$ cat src/rtl/sobel_pkg.sv
// Shared types, geometry constants and arithmetic helpers for the Sobel stage.
//   IMG_W/IMG_H : image geometry (pixels per line, lines per frame)
//   ADDR_W      : pixel address width
//   pixel_t     : 8-bit pixel, grad_t : 11-bit signed gradient, state_t : frame FSM
package sobel_pkg;

    localparam int unsigned IMG_W     = 32;
    localparam int unsigned IMG_H     = 32;
    localparam int unsigned ADDR_W    = 10;
    localparam int unsigned PIX_W     = 8;
    localparam int unsigned SUM_W     = 10;
    localparam int unsigned GRAD_W    = 11;
    localparam int unsigned MAG_W     = 12;
    localparam int unsigned COL_W     = $clog2(IMG_W);
    localparam int unsigned ROW_W     = $clog2(IMG_H);
    localparam int unsigned LAST_ADDR = (IMG_H - 2) * IMG_W + (IMG_W - 2);

    typedef logic [PIX_W-1:0]         pixel_t;
    typedef logic signed [GRAD_W-1:0] grad_t;

    typedef enum logic [1:0] {
        IDLE,
        RUN,
        DONE
    } state_t;

    // Weighted 1-2-1 sum of three pixels, max 1020.
    function automatic logic [SUM_W-1:0] wsum(input pixel_t a, input pixel_t b, input pixel_t c);
        return SUM_W'(a) + (SUM_W'(b) << 1) + SUM_W'(c);
    endfunction

    // Signed difference of two weighted sums, range +-1020.
    function automatic grad_t gdiff(input logic [SUM_W-1:0] pos, input logic [SUM_W-1:0] neg);
        return $signed({1'b0, pos}) - $signed({1'b0, neg});
    endfunction

    // Absolute value widened to the magnitude width.
    function automatic logic [MAG_W-1:0] gabs(input grad_t g);
        grad_t n;
        n = -g;
        return g[GRAD_W-1] ? MAG_W'($unsigned(n)) : MAG_W'($unsigned(g));
    endfunction

endpackage

$ cat src/rtl/sobel_line_buffer.sv
// One image line of delay: DEPTH-deep pixel shift register.
//   clk, rst : clock, asynchronous active-high clear
//   i_shift  : advance the line by one pixel
//   i_din    : pixel entering the line
//   o_dout   : pixel that entered DEPTH shifts ago
module sobel_line_buffer
    import sobel_pkg::*;
#(
    parameter int unsigned DEPTH = IMG_W
) (
    input  logic             clk,
    input  logic             rst,
    input  logic             i_shift,
    input  logic [PIX_W-1:0] i_din,
    output logic [PIX_W-1:0] o_dout
);

    pixel_t r_mem [DEPTH];

    always_ff @(posedge clk or posedge rst) begin
        if (rst) begin
            for (int i = 0; i < int'(DEPTH); i++) begin
                r_mem[i] <= '0;
            end
        end else if (i_shift) begin
            r_mem[0] <= i_din;
            for (int i = 1; i < int'(DEPTH); i++) begin
                r_mem[i] <= r_mem[i-1];
            end
        end
    end

    assign o_dout = r_mem[DEPTH-1];

endmodule

$ cat src/rtl/sobel_window.sv
// Streaming 3x3 Sobel stage: buffers two lines of raster-order pixels and emits
// |Gx|+|Gy| (saturated to 8 bits) with the centre address for each interior pixel.
// Build option: define SOBEL_THRESH_EN to binarise the magnitude against THRESH.
//   clk, rst   : clock, asynchronous active-high reset
//   sobel_en   : level enable; low returns to IDLE and clears frame state
//   pix_valid  : pix_in valid this cycle
//   pix_in     : pixel in raster order from address 0
//   out_valid  : one-cycle pulse per result
//   out_pix    : gradient magnitude or binarised value
//   out_addr   : centre pixel address of out_pix
//   done       : sticky frame-complete flag
module sobel_window
    import sobel_pkg::*;
#(
    parameter int unsigned THRESH = 128
) (
    input  logic              clk,
    input  logic              rst,
    input  logic              sobel_en,
    input  logic              pix_valid,
    input  logic [PIX_W-1:0]  pix_in,
    output logic              out_valid,
    output logic [PIX_W-1:0]  out_pix,
    output logic [ADDR_W-1:0] out_addr,
    output logic              done
);

    // Elaboration guard on geometry and threshold range.
    if ((IMG_W * IMG_H) > (2 ** ADDR_W) || THRESH >= (2 ** MAG_W)) begin : g_bad_param
        $error("sobel_window: invalid geometry or THRESH");
    end

    state_t            r_state;
    logic [COL_W-1:0]  r_col;
    logic [ROW_W-1:0]  r_row;
    pixel_t            r_win [3][3];
    logic              r_win_valid;
    logic [ADDR_W-1:0] r_win_addr;

    logic              w_accept;
    logic              w_last_col;
    logic              w_last_row;
    logic              w_win_ok;
    logic [ADDR_W-1:0] w_centre_addr;
    pixel_t            w_lb0_out;
    pixel_t            w_lb1_out;
    logic [SUM_W-1:0]  w_gx_pos;
    logic [SUM_W-1:0]  w_gx_neg;
    logic [SUM_W-1:0]  w_gy_pos;
    logic [SUM_W-1:0]  w_gy_neg;
    grad_t             w_gx;
    grad_t             w_gy;
    logic [MAG_W-1:0]  w_mag;
    pixel_t            w_result;

    assign w_accept   = sobel_en && (r_state == RUN) && pix_valid;
    assign w_last_col = (r_col == COL_W'(IMG_W - 1));
    assign w_last_row = (r_row == ROW_W'(IMG_H - 1));
    // Window columns col-2..col all belong to rows row-2..row only from (2,2) on.
    assign w_win_ok   = (r_row >= ROW_W'(2)) && (r_col >= COL_W'(2));
    assign w_centre_addr = ADDR_W'((int'(r_row) - 1) * int'(IMG_W) + int'(r_col) - 1);

    // lb0 delays by one line, lb1 by two lines.
    sobel_line_buffer #(.DEPTH(IMG_W)) u_lb0 (
        .clk     (clk),
        .rst     (rst),
        .i_shift (w_accept),
        .i_din   (pix_in),
        .o_dout  (w_lb0_out)
    );

    sobel_line_buffer #(.DEPTH(IMG_W)) u_lb1 (
        .clk     (clk),
        .rst     (rst),
        .i_shift (w_accept),
        .i_din   (w_lb0_out),
        .o_dout  (w_lb1_out)
    );

    // Gradient on the registered window.
    assign w_gx_pos = wsum(r_win[0][2], r_win[1][2], r_win[2][2]);
    assign w_gx_neg = wsum(r_win[0][0], r_win[1][0], r_win[2][0]);
    assign w_gy_pos = wsum(r_win[2][0], r_win[2][1], r_win[2][2]);
    assign w_gy_neg = wsum(r_win[0][0], r_win[0][1], r_win[0][2]);
    assign w_gx     = gdiff(w_gx_pos, w_gx_neg);
    assign w_gy     = gdiff(w_gy_pos, w_gy_neg);
    assign w_mag    = gabs(w_gx) + gabs(w_gy);

    always_comb begin
        w_result = '0;
`ifdef SOBEL_THRESH_EN
        w_result = (w_mag >= MAG_W'(THRESH)) ? 8'hFF : 8'h00;
`else
        w_result = (w_mag > MAG_W'(255)) ? 8'hFF : w_mag[7:0];
`endif
    end

    // Frame FSM, counters, window and output registers.
    always_ff @(posedge clk or posedge rst) begin
        if (rst) begin
            r_state     <= IDLE;
            r_col       <= '0;
            r_row       <= '0;
            r_win_valid <= 1'b0;
            r_win_addr  <= '0;
            out_valid   <= 1'b0;
            out_pix     <= '0;
            out_addr    <= '0;
            done        <= 1'b0;
            for (int r = 0; r < 3; r++) begin
                for (int c = 0; c < 3; c++) begin
                    r_win[r][c] <= '0;
                end
            end
        end else if (!sobel_en) begin
            r_state     <= IDLE;
            r_col       <= '0;
            r_row       <= '0;
            r_win_valid <= 1'b0;
            out_valid   <= 1'b0;
            done        <= 1'b0;
        end else begin
            out_valid   <= r_win_valid;
            r_win_valid <= w_accept && w_win_ok;

            if (r_win_valid) begin
                out_pix  <= w_result;
                out_addr <= r_win_addr;
            end

            if (w_accept) begin
                for (int r = 0; r < 3; r++) begin
                    r_win[r][0] <= r_win[r][1];
                    r_win[r][1] <= r_win[r][2];
                end
                r_win[0][2] <= w_lb1_out;
                r_win[1][2] <= w_lb0_out;
                r_win[2][2] <= pix_in;
                r_win_addr  <= w_centre_addr;

                if (w_last_col) begin
                    r_col <= '0;
                    r_row <= w_last_row ? '0 : r_row + ROW_W'(1);
                end else begin
                    r_col <= r_col + COL_W'(1);
                end
            end

            case (r_state)
                IDLE: r_state <= RUN;
                RUN: begin
                    // Leave RUN on the edge that registers the final result.
                    if (r_win_valid && (r_win_addr == ADDR_W'(LAST_ADDR))) begin
                        r_state <= DONE;
                        done    <= 1'b1;
                    end
                end
                DONE:    r_state <= DONE;
                default: r_state <= IDLE;
            endcase
        end
    end

endmodule

$ cat config.mk
export PLATFORM = sky130hd
export DESIGN_NAME = sobel_window
export DESIGN_NICKNAME = d
export VERILOG_FILES = /design/src/rtl/sobel_pkg.sv /design/src/rtl/sobel_line_buffer.sv /design/src/rtl/sobel_window.sv
export SDC_FILE = /design/constraint.sdc
export NUM_CORES = 2
export LEC_CHECK = 0
export BUFFER_PORTS_ARGS = -buffer_cell sky130_fd_sc_hd__buf_2
export CAP_MARGIN = 20
export CORE_ASPECT_RATIO = 0.75
export CORE_MARGIN = 1
export CORE_UTILIZATION = 50
export CTS_BUF_LIST = sky130_fd_sc_hd__clkbuf_16
export DETAILED_ROUTE_END_ITERATION = 8
export GPL_ROUTABILITY_DRIVEN = 0
export PLACE_DENSITY = 0.66
export SLEW_MARGIN = 0
export SYNTH_ARGS = -nofsm -noshare
export SYNTH_HDL_FRONTEND = slang
export SYNTH_SLANG_ARGS = --single-unit
$ cat constraint.sdc
create_clock -name clk -period 69.5 [get_ports clk]
set_input_delay 13.9 -clock clk [delete_from_list [all_inputs] [get_ports clk]]
set_output_delay 13.9 -clock clk [all_outputs]
set_load 0.005 [all_outputs]
* Word level (Yosys, flattened, before mapping)
Index checks and enable logic that the tools add are counted.
** Storage, ports and cells
- Word-level logic and storage cells :: 141
- Bits of input ports :: 12
- Register bits :: 627
- Output and inout port bits :: 20
** Cells by class
- Equal/unequal tests :: 10
- Add/sub/neg operators :: 18
- Mux-type cells :: 18
- Reduce and logical (&&, ||, !) cells :: 10
- Order comparisons :: 3
** Operators with widths (count)
- 10-bit by 8-bit adder with 10-bit output :: 4
- 8-bit by 9-bit adder with 10-bit output :: 4
- 5-bit two-way mux :: 7
- 11-bit two-way mux :: 2
- 11-bit negator :: 2
- 10-bit by 10-bit subtractor with 11-bit output :: 2
- 11-bit by 11-bit adder with 12-bit output :: 1
- 12-bit by 8-bit greater-than comparator with 1-bit output (second input constant) :: 1
- 10-bit by 6-bit adder with 10-bit output :: 1
- 5-bit by 1-bit adder with 5-bit output (second input constant) :: 2
- 10-bit == test (second input constant) :: 1
- 5-bit == test (second input constant) :: 2
- 5-bit by 2-bit >= comparator with 1-bit output (second input constant) :: 2
- 10-bit by 2-bit subtractor with 10-bit output (second input constant) :: 1
- 8-bit two-way mux :: 1
- 2-bit by 1-bit inequality test with 1-bit output (second input constant) :: 4
- 2-bit AND reduction :: 4
- 2-bit one-hot mux with 3 select lines :: 1
- 1-bit logical AND :: 5
- 1-bit two-way mux :: 5
- 5-bit by 1-bit subtractor with 5-bit output (second input constant) :: 1
- 2-bit two-way mux :: 2
- 3-bit by 2-bit inequality test with 1-bit output (second input constant) :: 1
- 2-bit by 1-bit == test with 1-bit output (second input constant) :: 1
- other kinds (2) :: 2

* Longest topological paths before layout
- Depth in word-level cells :: 8
- Depth in mapped cells :: 22
- Depth with buffers taken out :: 21

* By module
Synthesis repeated with hierarchy kept, for this count alone.
** Second synthesis, totals
- Cells, all modules :: 1960
- Area total of the unflattened synthesis :: 27217.4 µm²
** Modules (own cells, without submodules)
- sobel_line_buffer :: times used 2, cells each 549, sequential area each 6406.1 µm², area an instance 9658.0 µm²
- sobel_window :: times used 1, cells each 862, sequential area each 2877.8 µm², area an instance 7901.3 µm²

* Worst setup path after synthesis
OpenSTA, ideal clock, no wires.
- Kind :: input -> register
- From :: input pix_valid
- To :: register r_row[2]
- Setup slack :: 54359 ps
- Path buffers :: 1
- Setup time :: 84 ps
- Stages :: 5
- Required time :: 69416 ps
- Data arrival time :: 15057 ps
- Cell sequence :: and3_1 -> clkbuf_1 -> nand2_1 -> or4b_2 -> a21boi_0
** Between the ends
- Word-level cells in the longest chain between the ends :: 3
** RTL lines
- start: declaration :: RTL line sobel_window.sv:20 : input logic pix_valid,
- 1-bit logical AND :: RTL line sobel_window.sv:56 : assign w_accept = sobel_en && (r_state == RUN) && pix_valid;
- 2-bit by 1-bit inequality test with 1-bit output (no source line)
- 2-bit AND reduction (no source line)
- end signal: assignment :: RTL line sobel_window.sv:143 : r_row <= w_last_row ? '0 : r_row + ROW_W'(1);
- end: declaration :: RTL line sobel_window.sv:35 : logic [ROW_W-1:0] r_row;
Every way passes these cells.
A chain may end at the register's enable or synchronous reset.

* Worst setup path after layout
- From :: input sobel_en
- To :: register r_win[5] (netlist bit)
** Between the ends
- Word-level cells in the longest chain between the ends :: 3
** RTL lines
- start: declaration :: RTL line sobel_window.sv:19 : input logic sobel_en,
- 1-bit logical AND (2 in a row) :: RTL line sobel_window.sv:56
- 2-bit AND reduction (no source line) (*)
- end signal: indexed assignment :: RTL line sobel_window.sv:133 : r_win[r][0] <= r_win[r][1];
- end signal: indexed assignment :: RTL line sobel_window.sv:134 : r_win[r][1] <= r_win[r][2];
- end: declaration :: RTL line sobel_window.sv:36 : pixel_t r_win [3][3];
Every way passes the cells marked *; elsewhere a longest branch is shown, timed or not.

==> flow_summary.yaml <==
detailed_routing:
  first_pass_iters: 5
  totalWireLength_um: 47200
  routed-via-count: 18300
  wl_per_cell_um: 12.7
  drt_iter0_markers: 1512
  drcViolationCount: 0
  vias_per_cell: 4.90
  postRouteAntennaNets: 0
sta:
  fin_crit_ns: 17.29
  slew_headroom_pct: 19.4
  finalHoldViolations: 0
  finalSetupTns_ns: 0
  drv_slew: 0
  setup_viol: 0
  skew_ns: 0.0141
  fmax_mhz: 57.8
  rsz0062_at_grt: "false"
  post-route-period-util_pct: 24.9
  worstMarginPinSlew_ns: 1.21
synth:
  ys_ff_latch: 627
  synth_edf_count: 0
  async_reset_ff_share_pct: 100
  synth_cells: 3015
  ys_seq_area_share_pct: 58.2
  yosys_warnings: 0
  yosysUniqueCellTypes: 62
  syn_area_um2: 27000
  postSynthAreaPerCell_um2: 8.94
  synth_nets: 3138
  synth_top_flop_cell: "dfrtp_1"
setup_path:
  timing.critical_path.from: "sobel_en"
  crit_family: "buffers and inverters"
  crit_type: "in2reg"
  cp_cell_sequence: "buf_2 -> and3_4 -> buf_4 -> buf_12 -> buf_4 -> nand2_1 -> o21ai_0"
  critical_path_required_ns: 70.02
  cp_num_buf_inv: 4
  r2r-end: "out_pix[3]$_DFFE_PP0P_"
  r2r_start: "r_win[5]$_DFFE_PP0P_"
  endpoint: "r_win[5]$_DFFE_PP0P_"
  endpoint_kind: "register"
  reg2reg_slack_ns: 62.94
  max_stage_delay_ns: 0.83
  crit_cells: 7
  critical_path_arrival_ns: 17.82
  slowest_stage: "buf_4"
  worst_setup_path_start_kind: "primary input"
  crit_top_cell: "buf_4"
  crit_path_max_fanout: 257
  reg2reg_depth: 21
grt:
  top_usage_layer: "met2"
  grt_util_met2_pct: 27.7
  grt_max_degree: 262
  met1_usage_pct: 26.5
  antenna_found_initial: 1
  grt_pass1_vias: 18100
  grt_pass1_wl_um: 84100
  use_met3_pct: 2.74
  grt_use_total_pct: 18.0
  gr-total-overflow: 0
clock_tree:
  cts_sinks: 627
  cts.reportedPaths.clkPinSlew_ns: 0.06
  cts_setup_buffers: 0
  cts_root_buffer: "clkbuf_16"
  ctsResizeCount: 0
  clock_insertion_delay_worst_skew_ns: 0.61
  numCtsBuffers: 58
  cts_buffer_depth: 3
  htreeDepth: 2
  postCtsHoldBufs: 0
  cts_tree: "yes"
final_layout:
  multi_input_area_um2: 10200
  final_cell_mix: "nand2_1, dfrtp_1, inv_1, o21ai_0, fa_1"
  final_util_pct: 55.5
  fin_area_um2: 29500
  fillCellCount: 4711
  final_common_cell: "nand2_1"
  drive_above_1_share_pct: 4.87
  ff_latch_area_um2: 15700
  layout.cells.non_filler: 3729
  final_nets: 3099
  area_growth_pct: 9.36
  antenna_cells: 0
floorplanning:
  die_x_um: 270
  io_pins: 32
  die-height_um: 203
  rows: 73
  start_util_pct: 50.7
  dieArea_um2: 54900
  core_area_um2: 53200
place:
  dp_hpwl_um: 27600
  placed_cells: 3626
  postPlaceCellArea_um2: 27600
  io_buffer_count: 31
run_status:
  outcome: "finished, final reports clean"
job:
  maxCapViolCount: 0
worst_hold_path:
  hold_class: "reg2reg"
-- synthesized netlist by cell type (2+ instances only) --
cell / count / area, um^2
a22o_1: 2 / 17.5
nor2b_1: 11 / 68.8
or2_2: 4 / 25.0
a21boi_0: 7 / 52.6
o211ai_1: 3 / 22.5
mux2_2: 3 / 33.8
xnor2_1: 26 / 228
o21bai_1: 4 / 30.0
nor4b_1: 3 / 26.3
buf_1: 11 / 41.3
nand4_1: 3 / 18.8
buf_2: 3 / 15.0
o21ai_1: 2 / 10.0
a21o_1: 5 / 37.5
clkbuf_1: 128 / 480
ha_1: 48 / 601
o31ai_1: 2 / 15.0
o21a_1: 3 / 22.5
or4_1: 3 / 22.5
a21oi_1: 23 / 115
nor4_1: 4 / 25.0
and3_2: 2 / 15.0
nand2_1: 1688 / 6340
dfrtp_1: 627 / 15700
nor2_1: 36 / 135
and3_1: 7 / 43.8
a211oi_1: 3 / 22.5
o22ai_1: 3 / 18.8
xor2_1: 18 / 158
a31oi_1: 9 / 56.3
fa_1: 63 / 1260
nand3_1: 11 / 55.1
nand3b_1: 2 / 15.0
o21ai_0: 71 / 355
nor3_1: 12 / 60.1
inv_1: 139 / 522
-- per-stage QoR --
stage          hold slack [ns]  worst slack (ns)
2_1_floorplan            0.439             38.04
3_3_place_gp             0.446             51.68
3_5_place_dp             0.448             51.60
4_1_cts                  0.456             52.26
5_1_grt                  0.473             51.84
6_report                 0.450             52.21
-- final cells by class --
class | instances | area share (%)
multi-input combinational | 2106 | 34.7
clock inverter | 42 | 1.08
tap | 712 | 3.02
timing repair buffer | 43 | 1.18
sequential | 627 | 53.2
clock buffer | 59 | 5.01
inverter | 140 | 1.81
-- layer usage --
metal,wire length [um],up-vias
met2,20700,227
met1,24000,8879
met4,933,0
met3,1620,66
met5,0,-
li1,-,9116
-- flip-flops by register name (all words and copies together) (netlist names) --
name	cells
done	1
out_addr	10
out_pix	8
out_valid	1
r_col	5
r_row	5
r_state	2
r_win	72
r_win_addr	10
r_win_valid	1
u_lb0.o_dout	8
u_lb0.r_mem	248
u_lb1.o_dout	8
u_lb1.r_mem	248
-- logic make-up (layout without fill, tap and decap cells) --
kind of cell    count (synthesis)  after routing  synth area share, %
compound gates                154            154                 3.58
xor+xnor                       44             44                 1.43
fa+ha+maj                     111            111                 6.91
buf+inv                       282            284                 3.94
flops                         627            627                 58.2
mux                             3              3                0.125
simple gates                 1794           1794                 25.8
-- worst min path at each step --
stage                                       from                           end  cells after the start
floorplan                  r_win[32]$_DFFE_PP0P_         r_win[40]$_DFFE_PP0P_                      2
global placement    u_lb1.r_mem[172]$_DFFE_PP0P_  u_lb1.r_mem[164]$_DFFE_PP0P_                      2
detailed placement   u_lb0.r_mem[46]$_DFFE_PP0P_   u_lb0.r_mem[38]$_DFFE_PP0P_                      2
CTS                  u_lb1.r_mem[81]$_DFFE_PP0P_   u_lb1.r_mem[73]$_DFFE_PP0P_                      2
global route        u_lb1.r_mem[172]$_DFFE_PP0P_  u_lb1.r_mem[164]$_DFFE_PP0P_                      2
finish               u_lb1.r_mem[91]$_DFFE_PP0P_   u_lb1.r_mem[83]$_DFFE_PP0P_                      2
-- worst reg2reg max path: cells and delay by family (launching register included) --
family,cells,cell delay (ns)
XOR/XNOR,2,0.60
buffers and inverters,4,0.30
AO/OA/AOI/OAI,5,1.29
flip-flops,1,0.33
AND/OR/NAND/NOR,5,1.51
adder cells (fa/ha/maj),5,2.39
Power is left out: the tool's default activity adds up to more than one toggle a clock period on the data nets, which glitch-free logic cannot reach.
